[config.mk]
export PLATFORM = sky130hd
export DESIGN_NAME = receiver
export DESIGN_NICKNAME = d
export VERILOG_FILES = /design/src/rtl/receiver.sv
export SDC_FILE = /design/constraint.sdc
export NUM_CORES = 1
export LEC_CHECK = 0
export CAP_MARGIN = 0
export CORE_UTILIZATION = 52
export CTS_CLUSTER_SIZE = 8
export DETAILED_ROUTE_END_ITERATION = 10
export PLACE_DENSITY_LB_ADDON = 0.2
export SETUP_SLACK_MARGIN = 0.2
export SYNTH_ARGS = -nofsm -noshare
export SYNTH_HDL_FRONTEND = slang
export SYNTH_SLANG_ARGS = --single-unit
export TNS_END_PERCENT = 10
[constraint.sdc]
create_clock -name clk -period 2.04 [get_ports clk]
set_clock_uncertainty 0.05 [all_clocks]
set_input_delay 0.408 -clock clk [delete_from_list [all_inputs] [get_ports clk]]
set_output_delay 0.408 -clock clk [all_outputs]
set_load 0.02 [all_outputs]
[src/rtl/receiver.sv]
// UART 8N1 receiver: 2-FF synchronised input, mid-bit sampling, one-cycle rx_valid / framing_error strobes.
// Latency: rx_valid rises HALF_COUNT + 9*BAUD_COUNT + 3 cycles after the rxd falling edge.
// No backpressure: rx_data is held only until the next good frame overwrites it.
module receiver #(
    parameter int CLK_FREQ  = 1000000,
    parameter int BAUD_RATE = 9600
) (
    input  logic       clk,
    input  logic       reset,
    input  logic       rxd,
    output logic [7:0] rx_data,
    output logic       rx_valid,
    output logic       framing_error,
    output logic       rx_busy
);

    localparam int BAUD_COUNT = CLK_FREQ / BAUD_RATE;
    localparam int HALF_COUNT = BAUD_COUNT / 2;
    localparam logic [15:0] BAUD_LAST = 16'(BAUD_COUNT - 1);
    localparam logic [15:0] HALF_LAST = 16'(HALF_COUNT - 1);

    typedef enum logic [2:0] {
        S_IDLE,
        S_START,
        S_DATA,
        S_STOP,
        S_BREAK
    } state_t;

    state_t      state_q, state_d;
    logic        sync1_q, sync2_q;
    logic        rxd_s;
    logic [15:0] baudcnt_q, baudcnt_d;
    logic [2:0]  bit_idx_q, bit_idx_d;
    logic [7:0]  shift_q, shift_d;
    logic [7:0]  rx_data_q, rx_data_d;
    logic        rx_valid_q, rx_valid_d;
    logic        ferr_q, ferr_d;

    assign rxd_s = sync2_q;

    always_ff @(posedge clk) begin
        if (reset) begin
            sync1_q    <= 1'b1;
            sync2_q    <= 1'b1;
            state_q    <= S_IDLE;
            baudcnt_q  <= 16'd0;
            bit_idx_q  <= 3'd0;
            shift_q    <= 8'h00;
            rx_data_q  <= 8'h00;
            rx_valid_q <= 1'b0;
            ferr_q     <= 1'b0;
        end else begin
            sync1_q    <= rxd;
            sync2_q    <= sync1_q;
            state_q    <= state_d;
            baudcnt_q  <= baudcnt_d;
            bit_idx_q  <= bit_idx_d;
            shift_q    <= shift_d;
            rx_data_q  <= rx_data_d;
            rx_valid_q <= rx_valid_d;
            ferr_q     <= ferr_d;
        end
    end

    always_comb begin
        state_d    = state_q;
        baudcnt_d  = baudcnt_q;
        bit_idx_d  = bit_idx_q;
        shift_d    = shift_q;
        rx_data_d  = rx_data_q;
        rx_valid_d = 1'b0;
        ferr_d     = 1'b0;

        case (state_q)
            S_IDLE: begin
                if (!rxd_s) begin
                    state_d   = S_START;
                    baudcnt_d = 16'd0;
                end
            end
            S_START: begin
                // A start bit that is gone by mid-bit was a glitch: drop it silently.
                if (baudcnt_q == HALF_LAST) begin
                    baudcnt_d = 16'd0;
                    if (!rxd_s) begin
                        state_d   = S_DATA;
                        bit_idx_d = 3'd0;
                    end else begin
                        state_d = S_IDLE;
                    end
                end else begin
                    baudcnt_d = baudcnt_q + 16'd1;
                end
            end
            S_DATA: begin
                if (baudcnt_q == BAUD_LAST) begin
                    baudcnt_d = 16'd0;
                    shift_d   = {rxd_s, shift_q[7:1]};
                    bit_idx_d = bit_idx_q + 3'd1;
                    if (bit_idx_q == 3'd7) begin
                        state_d = S_STOP;
                    end
                end else begin
                    baudcnt_d = baudcnt_q + 16'd1;
                end
            end
            S_STOP: begin
                if (baudcnt_q == BAUD_LAST) begin
                    baudcnt_d = 16'd0;
                    if (rxd_s) begin
                        rx_data_d  = shift_q;
                        rx_valid_d = 1'b1;
                        state_d    = S_IDLE;
                    end else begin
                        ferr_d  = 1'b1;
                        state_d = S_BREAK;
                    end
                end else begin
                    baudcnt_d = baudcnt_q + 16'd1;
                end
            end
            S_BREAK: begin
                // Hold off until the line returns high so a break cannot retrigger frames.
                if (rxd_s) begin
                    state_d = S_IDLE;
                end
            end
            default: begin
                state_d = S_IDLE;
            end
        endcase
    end

    assign rx_data       = rx_data_q;
    assign rx_valid      = rx_valid_q;
    assign framing_error = ferr_q;
    assign rx_busy       = (state_q != S_IDLE);

endmodule

# [After elaboration in Yosys (flattened, before gate mapping)]
# Cells that the tools add are included.
[totals] regBits=42 in_bits=3 output_inout_bits=11 elab_cells=57
[op_classes] n_addsub=2 eq_ne=14 n_mux=19 bitwise=2 reduce_logical=11
[ops] op="16-bit 2-to-1 mux" n=3
[ops] op="16-bit case mux with 3 select lines" n=1
[ops] op="3-bit 2-to-1 mux" n=10
[ops] op="16-bit by 1-bit adder with 16-bit output, second input constant" n=1
[ops] op="16-bit by 6-bit == test with 1-bit output, second input constant" n=1
[ops] op="16-bit by 7-bit == test with 1-bit output, second input constant" n=1
[ops] op="3-bit case mux with 5 select lines" n=1
[ops] op="2-bit != test, second input constant" n=7
[ops] op="3-bit by 2-bit == test with 1-bit output, second input constant" n=2
[ops] op="3-bit == test, second input constant" n=2
[ops] op="3-bit case mux with 2 select lines" n=1
[ops] op="6-bit AND reduction" n=1
[ops] op="3-bit nonzero test" n=2
[ops] op="2-bit AND reduction" n=2
[ops] op="4-bit AND reduction" n=1
[ops] op="3-bit by 1-bit adder with 3-bit output, second input constant" n=1
[ops] op="3-bit by 1-bit == test with 1-bit output, second input constant" n=1
[ops] op="3-bit zero test" n=1
[ops] op="3-bit AND reduction" n=1
[ops] op="3-bit OR reduction" n=1
[ops] op="1-bit 2-to-1 mux" n=2
[ops] op="2-bit 2-to-1 mux" n=1
[ops] op="1-bit NOT" n=2
[ops] op="2-bit nonzero test" n=1
[ops] op="2-bit OR reduction" n=1

# [Logic depth before layout (Yosys ltp)]
[depth] ltp_word=4 ltp_mapped=8 mapped_depth_nobuf=6

# [Worst setup path after synthesis]
# Ideal clock, no wire load.
[synth_timing] path_type="flip-flop to flip-flop" from="register baudcnt_q[0]" to="register baudcnt_q[0]" setup_ns=0.117 arrival_time_ns=1.856 t_required_ns=1.873 path_slack_ns=0.017 path_stages_with_launch=8 n_path_buf=1 period_less_slack_ns=2.023 path_cell_list="dfxtp_1 > ha_1 > nor4b_4 > nand4_4 > a22o_4 > o31ai_2 > buf_2 > nor2_1"
[synth_via] elab_chain_cells=3 elab_cells_between_ends=6 classes_between="1 x add/sub; 2 x eq/ne; 3 x mux"
[synth_lines] item="start: declaration" line="33" text="logic [15:0] baudcnt_q, baudcnt_d;"
[synth_lines] item="start signal: assignment" line="57" text="baudcnt_q <= baudcnt_d;"
[synth_lines] item="16-bit by 1-bit adder with 16-bit output, or another cell as far along" line="93, 105, 120"
[synth_lines] item="16-bit 2-to-1 mux (on tied branches)" line="97, 109, 84"
[synth_lines] item="16-bit case mux with 3 select lines (*)" line="75" text="case (state_q)"
# Every way passes the cells marked *; elsewhere a longest branch is shown, timed or not.
# A chain may end at the register's enable or synchronous reset.

# [Worst setup path in the final report]
[layout_timing] from="register baudcnt_q[1]" to="register shift_q[6]"
[layout_via] elab_chain_cells=2
[layout_lines] item="16-bit by 7-bit == test with 1-bit output" line="97" text="if (baudcnt_q == BAUD_LAST) begin"
[layout_lines] item="2-bit AND reduction (no line)"
[layout_lines] item="end signal: assignment" line="59" text="shift_q <= shift_d;"
[layout_lines] item="end: declaration" line="35" text="logic [7:0] shift_q, shift_d;"
# Every way passes these cells.

==> results.py <==
metrics = {
    "status": {
        "status": "completed",
    },
    "worst_setup_path": {
        "reg2reg_to": "shift_q[6]",
        "arrival_ps": 2140,
        "cp_data_required_time_ps": 2180,
        "path_max_fanout": 10,
        "crit_type": "flop to flop",
        "critPathCaptureType": "flop",
        "crit_start": "baudcnt_q[1]",
        "critPathLaunchType": "flop",
        "ff2ff_path_depth": 8,
        "r2r_setup_slack_ps": 40,
        "r2r_start": "baudcnt_q[1]",
    },
    "synth": {
        "synth.distinct_cells": 46,
        "synth.most_common_cell": "dfxtp_1",
        "synth_warnings": 0,
        "synth_area_leaders": "dfxtp_1 (42%), nor2_1 (5.0%), nand2_1 (4.9%)",
        "synth_mux_area_share_pct": 4.48,
        "syn_inst": 228,
        "async_flop_share_pct": 0,
        "syn-num-nets": 234,
        "synth_top_family_by_area": "simple AND/OR/NAND/NOR gates",
        "synth_top_area_cell": "dfxtp_1",
        "ys_ff_latch": 42,
        "yosys_most_used_dff": "dfxtp_1",
        "synth_compound_area_share_pct": 11.7,
        "syn_area_um2": 2010,
        "synth_xor_area_share_pct": 4.79,
        "synthTopCellsByCount": "dfxtp_1 (42), nor2_1 (27), nand2_1 (26)",
        "synth.avg_cell_area_um2": 8.82,
        "yosys.area_share.simple_pct": 32.1,
        "yosysSeqAreaShare_pct": 41.8,
        "synth_edf_count": 0,
        "synth.top_cell.area_share_pct": 41.8,
        "synthAdderAreaFrac_pct": 1.87,
    },
    "sta": {
        "maxSlewHeadroom_pct": 68.4,
        "tns_ps": 0,
        "max_freq_mhz": 500,
        "setup_viol": 0,
        "rsz0062_at_grt": "true",
        "fin_ws_ps": 39.0,
        "hold_ws_ps": 363,
        "finalHoldViolCount": 0,
        "fin_crit_ps": 2000,
        "fin_crit_sh_pct": 98.1,
        "slew_viol_final": 0,
        "tightest_slew_ps": 471,
    },
    "route": {
        "drc": 0,
        "firstDrtPassIters": 4,
        "via_count": 1793,
        "wl_met1_mm": 2.03,
        "viasPerCell": 5.59,
        "wire_per_inst_um": 14.6,
        "drt_iter0_drc": 77,
        "maxUsedRoutingLayer": "met4",
        "wl_met2_mm": 2.42,
        "wl_mm": 4.70,
        "ant_nets": 0,
        "routed-wl-met3_um": 177,
    },
    "placement": {
        "place_ws_ps": -32.6,
        "place_inst": 310,
        "placed_area_um2": 2460,
        "place_congestion": 0.897,
        "portBuffers": 13,
        "dp_hpwl_mm": 3.19,
    },
    "power": {
        "total_power_mw": 1.53,
        "power_density_nw_per_um2": 563,
        "p_leak_nw": 0.993,
        "vdd_drop_max_v": 0.000429,
    },
    "cells_and_area": {
        "multi_input_area_um2": 1250,
        "antennaDiodeCount": 0,
        "fin_area_um2": 2710,
        "area_delta_synth_final_pct": 34.9,
        "fillers": 277,
        "final_nets": 278,
        "utilization_pct": 73.5,
        "regArea_um2": 850,
        "final_cells": 321,
        "drive_above_1_share_pct": 29.7,
    },
    "clock_network": {
        "cts_root_buffer": "clkbuf_8",
        "cts_tree": "yes",
        "cts_max_level": 2,
        "cts_sinks": 42,
        "cts_buffers": 5,
        "clk_path_buf_depth": 2,
        "clk_latency_ps": 300,
        "ctsHoldBuffers": 0,
        "path_clk_slew_ps": 80,
    },
    "global_routing": {
        "grt_use_total_pct": 24.3,
        "grt_max_degree": 18,
        "grt_pass1_vias": 1679,
        "gr-total-overflow": 0,
        "grt_pass1_wl_mm": 7.65,
        "antenna_found_initial": 0,
    },
    "floorplanning": {
        "core.rowCount": 22,
        "dieArea_um2": 4120,
        "dieWidth_um": 64.2,
        "core-area_um2": 3690,
        "die_y_um": 64.2,
        "start_util_pct": 54.5,
        "io_pins": 14,
    },
    "hold_path": {
        "hold_path_depth": 1,
        "min-delay-start": "sync1_q",
        "hold_end": "rxd_s",
        "holdCritPathClass": "flop to flop",
    },
    "job": {
        "cap_violations": 0,
    },
}
==> cells in the final DEF (no fill, tap or decap), types with 2 or more instances in the layout <==
cell             instances
nor2_4                   6
and3_1                   3
or4_1                    3
nand3_1                  6
o21ai_2                  4
dfxtp_4                  2
a22o_1                   2
nand2_1                 26
o21ai_1                  3
nor3_2                   3
and4_1                   3
nor2_1                  18
dfxtp_1                 39
xor2_1                   8
buf_6                    3
a21o_1                   3
o21ai_0                  3
o22a_1                   2
ha_1                     2
nor3b_1                  3
nor4_1                   4
xnor2_1                  3
buf_12                   2
or2_2                    2
clkdlybuf4s50_1         12
nor2b_1                  5
nand4_4                  2
nand2b_1                 2
nor2_2                   4
buf_4                   32
a21oi_1                 12
nor3_1                   2
inv_1                    3
mux2i_1                  9
nand4_1                  5
clkbuf_8                 6
nand3b_1                 2
==> cell families (layout without fill, tap and decap cells) <==
group | count (synthesis) | after routing
simple gates | 111 | 111
flops | 42 | 42
compound gates | 36 | 36
buf+inv | 16 | 61
xor+xnor | 11 | 11
mux | 9 | 9
fa+ha+maj | 3 | 3
==> how the worst max path moves through the flow <==
| stage | slack (ps) | depth (start not counted) | endpoint |
|---|---|---|---|
| global placement | 70 | 8 | shift_q[6] |
| global route | -70 | 8 | shift_q[6] |
| floorplan | 160 | 6 | state_q[0] |
| CTS | 30 | 8 | shift_q[6] |
| finish | 40 | 8 | shift_q[6] |
| detailed placement | -30 | 8 | bit_idx_q[0] |
==> registers in the layout (all words and copies together), names as in the netlist <==
name,flops
state_q,3
rx_data,8
rx_valid,1
shift_q,8
baudcnt_q,16
framing_error,1
bit_idx_q,3
sync1_q,1
rxd_s,1
==> routing by layer <==
layer / vias up / track usage [%]
met5: - / 0
met2: 45 / 41.1
met1: 850 / 29.8
li1: 890 / -
met3: 8 / 5.00
met4: 0 / 10.0
==> final cells by class <==
type                    instances  area share, %
clock buffers                   7           3.18
clock inverters                 1          0.323
well taps                      48           2.21
multi-input cells             170           46.2
flip-flops and latches         42           31.3
repair buffers                 50           16.3
inverters                       3          0.415
==> repair_timing <==
action | CTS | global route
pin swaps | 1 | 27
endpoints found under the hold margin | 0 | 0
gates resized for setup | 7 | 34
setup buffers | 2 | 1
cloned | 0 | 0
endpoints found under the setup margin | 38 | 39
==> power by group <==
group / leakage, nW / internal (mW) / switching, mW
clock: 0.0489 / 0.280 / 0.290
combinational: 0.603 / 0.0578 / 0.0707
sequential: 0.341 / 0.824 / 0.00536
==> worst max-delay path, stage by stage (launching register included) <==
cell	delay [ps]
dfxtp_4	360
ha_4	130
nor4b_4	220
buf_4	170
nand4_1	90
or4_4	510
buf_6	160
mux2i_1	160
nor2_1	50
(Power assumes the default switching activity.)
==> variant 1 (config.mk and constraints unchanged) <==
`BAUD_RATE`: 9600 -> 4800.
--- a/src/rtl/receiver.sv
+++ b/src/rtl/receiver.sv
@@ -4,5 +4,5 @@
 module receiver #(
     parameter int CLK_FREQ  = 1000000,
-    parameter int BAUD_RATE = 9600
+    parameter int BAUD_RATE = 4800
 ) (
     input  logic       clk,
Function: same outputs for any inputs over 10 cycles, from zero or initial values and one cycle with reset high; that may be too few to reach the edited logic, so the function may still have changed.
==> variant 1 against the unedited design <==
The run now ends with negative setup slack left. Sequential cell count stayed put. Critical path type unchanged. Area after synthesis down 4.5%. Routed wire length rose by 4.5%. Setup slack worse by 330 ps. Largest cell class unchanged. Design area down 3.3%. Count of clock-buffer cells in the layout shrank 2. Die area is 4.4% lower.
Power is not compared: it rests on default switching activity, and its combinational part moved more than twofold at a synthesized area within 25%.
==> variant 1: results (changes against the unedited design) <==
Outcome
  – Outcome: finished with violations
  – Failing checks: negative setup slack

Final layout
  – Layout cell share with drive strength beyond 1: 0.276 (-0.0206)
  – Layout Nets: 273 (-1.8%)
  – Number of fill cells: 228 (-18%)

Setup path
  – Data arrival time of the worst path: 2480 ps (+340 ps)
  – Worst Path Max Fanout: 4 (-6)
  – R2r endpoint: baudcnt_q[14]
  – Crit path from: baudcnt_q[0]

Placed design
  – Setup WS pre-CTS: -217 ps (-185 ps)
  – GP Congestion: 0.806 (-10%)
  – DP Area: 0.00234 sq mm (-4.6%)

Routing
  – DRT met1 WL: 2140 um (+5.6%)
  – Met2 WL: 2470 um (+2.2%)
  – DR vias: 1,806 (+0.73%)

Global route
  – GRT met3 Usage: 0.0566 (+0.00657)
  – All-Layer GR Usage: 0.254 (+0.0110)
  – Number of global-route vias before repair: 1,689 (+0.60%)
  – Met2 Use GR: 0.431 (+0.0198)

Synth
  – Synthesized net count: 224 (-4.3%)
  – Netlist cell types: 44 (-4.3%)
  – Adder-cell share of the synthesized area: 0.0196 (+0.000888)
  – Sequential fraction of the synthesis area: 0.438 (+0.0199)
  – Mux contribution to synthesized area: 0.0469 (+0.00213)

CTS
  – Postcts setup bufs: 1 (-1)

Timing
  – Least-Margin Pin Slew: 706 ps (+235 ps)
  – Setup WS post-layout: -292 ps (-331 ps)
  – Hold_ws: 364 ps (+0.376 ps)
  – Setup TNS Final: -8350 ps (-8350 ps)
  – Final setup vio count: 40 (+40)
variant 1: final cells by class:
| cell class | instances | area (sq um) | share of cell area |
|---|---|---|---|
| clock buffer | 5 | 68.8 | 0.0262 |
| timing repair buffer | 51 | 442 | 0.168 |
| multi-input combinational | 165 | 1130 | 0.433 |
| clock inverter | 3 | 68.8 | 0.0262 |
| inverter | 2 | 7.51 | 0.00286 |
| sequential | 42 | 843 | 0.322 |
| tap | 46 | 57.6 | 0.0219 |
variant 1: through the flow:
step	std cells	power, uW
floorplan	218	1050
global placement	301	1170
detailed placement	301	1180
CTS	310	1980
global route	314	2080
finish	314	2000
variant 1: where the power goes:
group          switching (uW)  leakage (uW)  internal, uW  total [uW]
clock                     301     0.0000683           490         792
sequential               16.5      0.000340           840         857
combinational             208      0.000603           144         352
variant 1: critical path, cell delays in order (launching register included):
cell	delay, ps
dfxtp_2	360
ha_4	130
or4bb_4	460
buf_6	150
nor4_4	400
buf_4	190
o32ai_4	80
and3_1	160
a221o_1	250
==> variant 2 (same flow settings) <==
Without the edit above. The output `framing_error` loses its register stage (`ferr_q` becomes a continuous assignment).
--- a/src/rtl/receiver.sv
+++ b/src/rtl/receiver.sv
@@ -50,5 +50,4 @@
             rx_data_q  <= 8'h00;
             rx_valid_q <= 1'b0;
-            ferr_q     <= 1'b0;
         end else begin
             sync1_q    <= rxd;
@@ -60,7 +59,8 @@
             rx_data_q  <= rx_data_d;
             rx_valid_q <= rx_valid_d;
-            ferr_q     <= ferr_d;
         end
     end
+
+    assign ferr_q = ferr_d;
 
     always_comb begin
Function: no difference found for any inputs over 10 cycles, from zero or initial values and one cycle with reset high; that may be too few to reach the edited logic, so the function may still have changed.
==> variant 2 against the unedited design <==
Area after synthesis decreased by 0.37%. Routed wire length shrank 6.3%. Sequential cell count shrank 1. Design area is 7.3% lower. Power decreased by 6.5%. Setup slack gained 68 ps. Count of clock-buffer cells in the layout shrank 2. First-iteration DRC count is the same.
==> variant 2: results (changes against the unedited design) <==
Global route
  – Met1 usage: 0.330 (+0.0322)
  – GRT met3 Usage: 0.0446 (-0.00536)
  – Met2 Use GR: 0.375 (-0.0359)
  – First-pass GRT wire length: 7790 um (+1.9%)
  – Pin count of the biggest net entering global routing: 21 (+3)
  – All-Layer GR Usage: 0.243 (+0.000622)

Routing
  – Detailed Routing Iterations Pass 1: 4 (unchanged)
  – Initial drt markers: 77 (unchanged)
  – Final wirelength: 4400 um (-6.3%)
  – DR vias: 1,728 (-3.6%)

Setup path
  – Worst setup SP type: flip-flop
  – CP max stage delay: 510 ps (about the same)
  – Worst R2R Start: baudcnt_q[10]
  – Worst Path Max Fanout: 3 (-7)
  – Reg2Reg Depth: 6 (-2)
  – Slowest CP cell: or4_4
  – Delay-heaviest family, CP: simple AND/OR/NAND/NOR gates
  – Crit path from: baudcnt_q[10]
  – Data arrival time of the worst path: 2120 ps (-20 ps)

Final layout
  – Layout cell share with drive strength beyond 1: 0.237 (-0.0599)
  – Diodes inserted: 0 (unchanged)
  – Layout Nets: 271 (-2.5%)
  – Max reg flops: 16 (unchanged)
  – Largest reg by FF count: baudcnt_q
  – Post-Layout Cell Count: 314 (-2.2%)
  – Synthesis-to-finish area growth: 25.5%

Power and ir drop
  – Leak: 0.000945 uW (-4.9%)
  – Maximum VDD drop: 0.587 mV (+37%)

CTS
  – Number of H-tree levels: 2 (unchanged)
  – Root Driver: clkbuf_8
  – Num CTS Buffers: 5 (unchanged)
  – Clock tree buffer depth: 2 (unchanged)
  – Register clock-pin slew on the reported worst setup and hold paths: 80 ps (about the same)
  – Clk_lat worst skew: 300 ps (about the same)

Synth
  – Number of synthesis warnings: 0 (unchanged)
  – Most common cell in the netlist: dfxtp_1
  – Top_reg_cell synth: dfxtp_1
  – Commonest cells post-synth: dfxtp_1, nand2_1, nor2_1, a21oi_1, nand3_1
  – Synthesized net count: 229 (-2.1%)
  – Mapped Avg Cell Area: 8.98 sq um (+1.9%)
  – Sequential fraction of the synthesis area: 0.410 (-0.00843)
  – Async SR Flop Fraction: 0 (unchanged)
  – Netlist cell types: 47 (+2.2%)
  – Synth top area cells: dfxtp_1, nand2_1, mux2i_1

Hold path
  – Min-Delay Path Class: flip-flop to flip-flop
  – Hold_sp: sync1_q

Timing
  – Setup TNS Final: 0 ps (unchanged)
  – Slew HR: 0.579 (-0.105)

Outcome
  – Outcome: finished, final reports clean

Placed design
  – Placed insts: 298 (-3.9%)
  – HPWL after DPL: 3020 um (-5.2%)
  – GP Congestion: 0.809 (-9.8%)
## variant 2: final cells by class
| class | instances | area [sq um] |
|---|---|---|
| multi-input combinational | 169 | 1130 |
| inverter | 1 | 3.75 |
| timing repair buffer | 47 | 407 |
| clock inverter | 3 | 21.3 |
| sequential | 41 | 825 |
| tap | 48 | 60.1 |
| clock buffer | 5 | 68.8 |
| fill | 315 | 1170 |
## variant 2: repair_timing
action                                  in CTS  in global routing
gates resized for setup                     12                  3
setup buffers                                8                  0
endpoints found under the setup margin      32                 37
pin swaps                                    9                  5
## variant 2: through the flow
stage | worst slack (ps) | total power [uW] | instance area [sq um]
after floorplan | 196 | 886 | 2020
after global placement | 18.2 | 907 | 2320
after detailed placement | -1.55 | 909 | 2320
after CTS | 116 | 1450 | 2500
after global routing | 26.6 | 1490 | 2510
final | 107 | 1430 | 2510
## variant 2: where the power goes
part / total (uW) / internal (uW) / switching, uW
clock: 537 / 243 / 294
combinational: 85.4 / 32.8 / 52.6
sequential: 807 / 804 / 2.63
total: 1430 / 1080 / 350
## variant 2: kinds of logic (layout without fill, tap and decap cells)
| logic type | count (synthesis) | after routing | share of synthesized area |
|---|---|---|---|
| mux | 9 | 9 | 0.0450 |
| compound gates | 45 | 45 | 0.149 |
| xor+xnor | 8 | 8 | 0.0350 |
| fa+ha+maj | 3 | 3 | 0.0187 |
| simple gates | 104 | 104 | 0.297 |
| flops | 41 | 41 | 0.410 |
| buf+inv | 13 | 56 | 0.0450 |
## variant 2: metal layers
metal,part of all wire,vias up
li1,-,879
met1,0.50,809
met2,0.46,33
met5,0,-
met3,0.030,7
met4,0.015,0
## variant 2: path summary, 6_finish.rpt
path	end	slack (ps)
setup reg to reg	state_q[1]	110
hold / removal	rxd_s	360
setup / recovery	state_q[1]	110
hold reg to reg	rxd_s	360
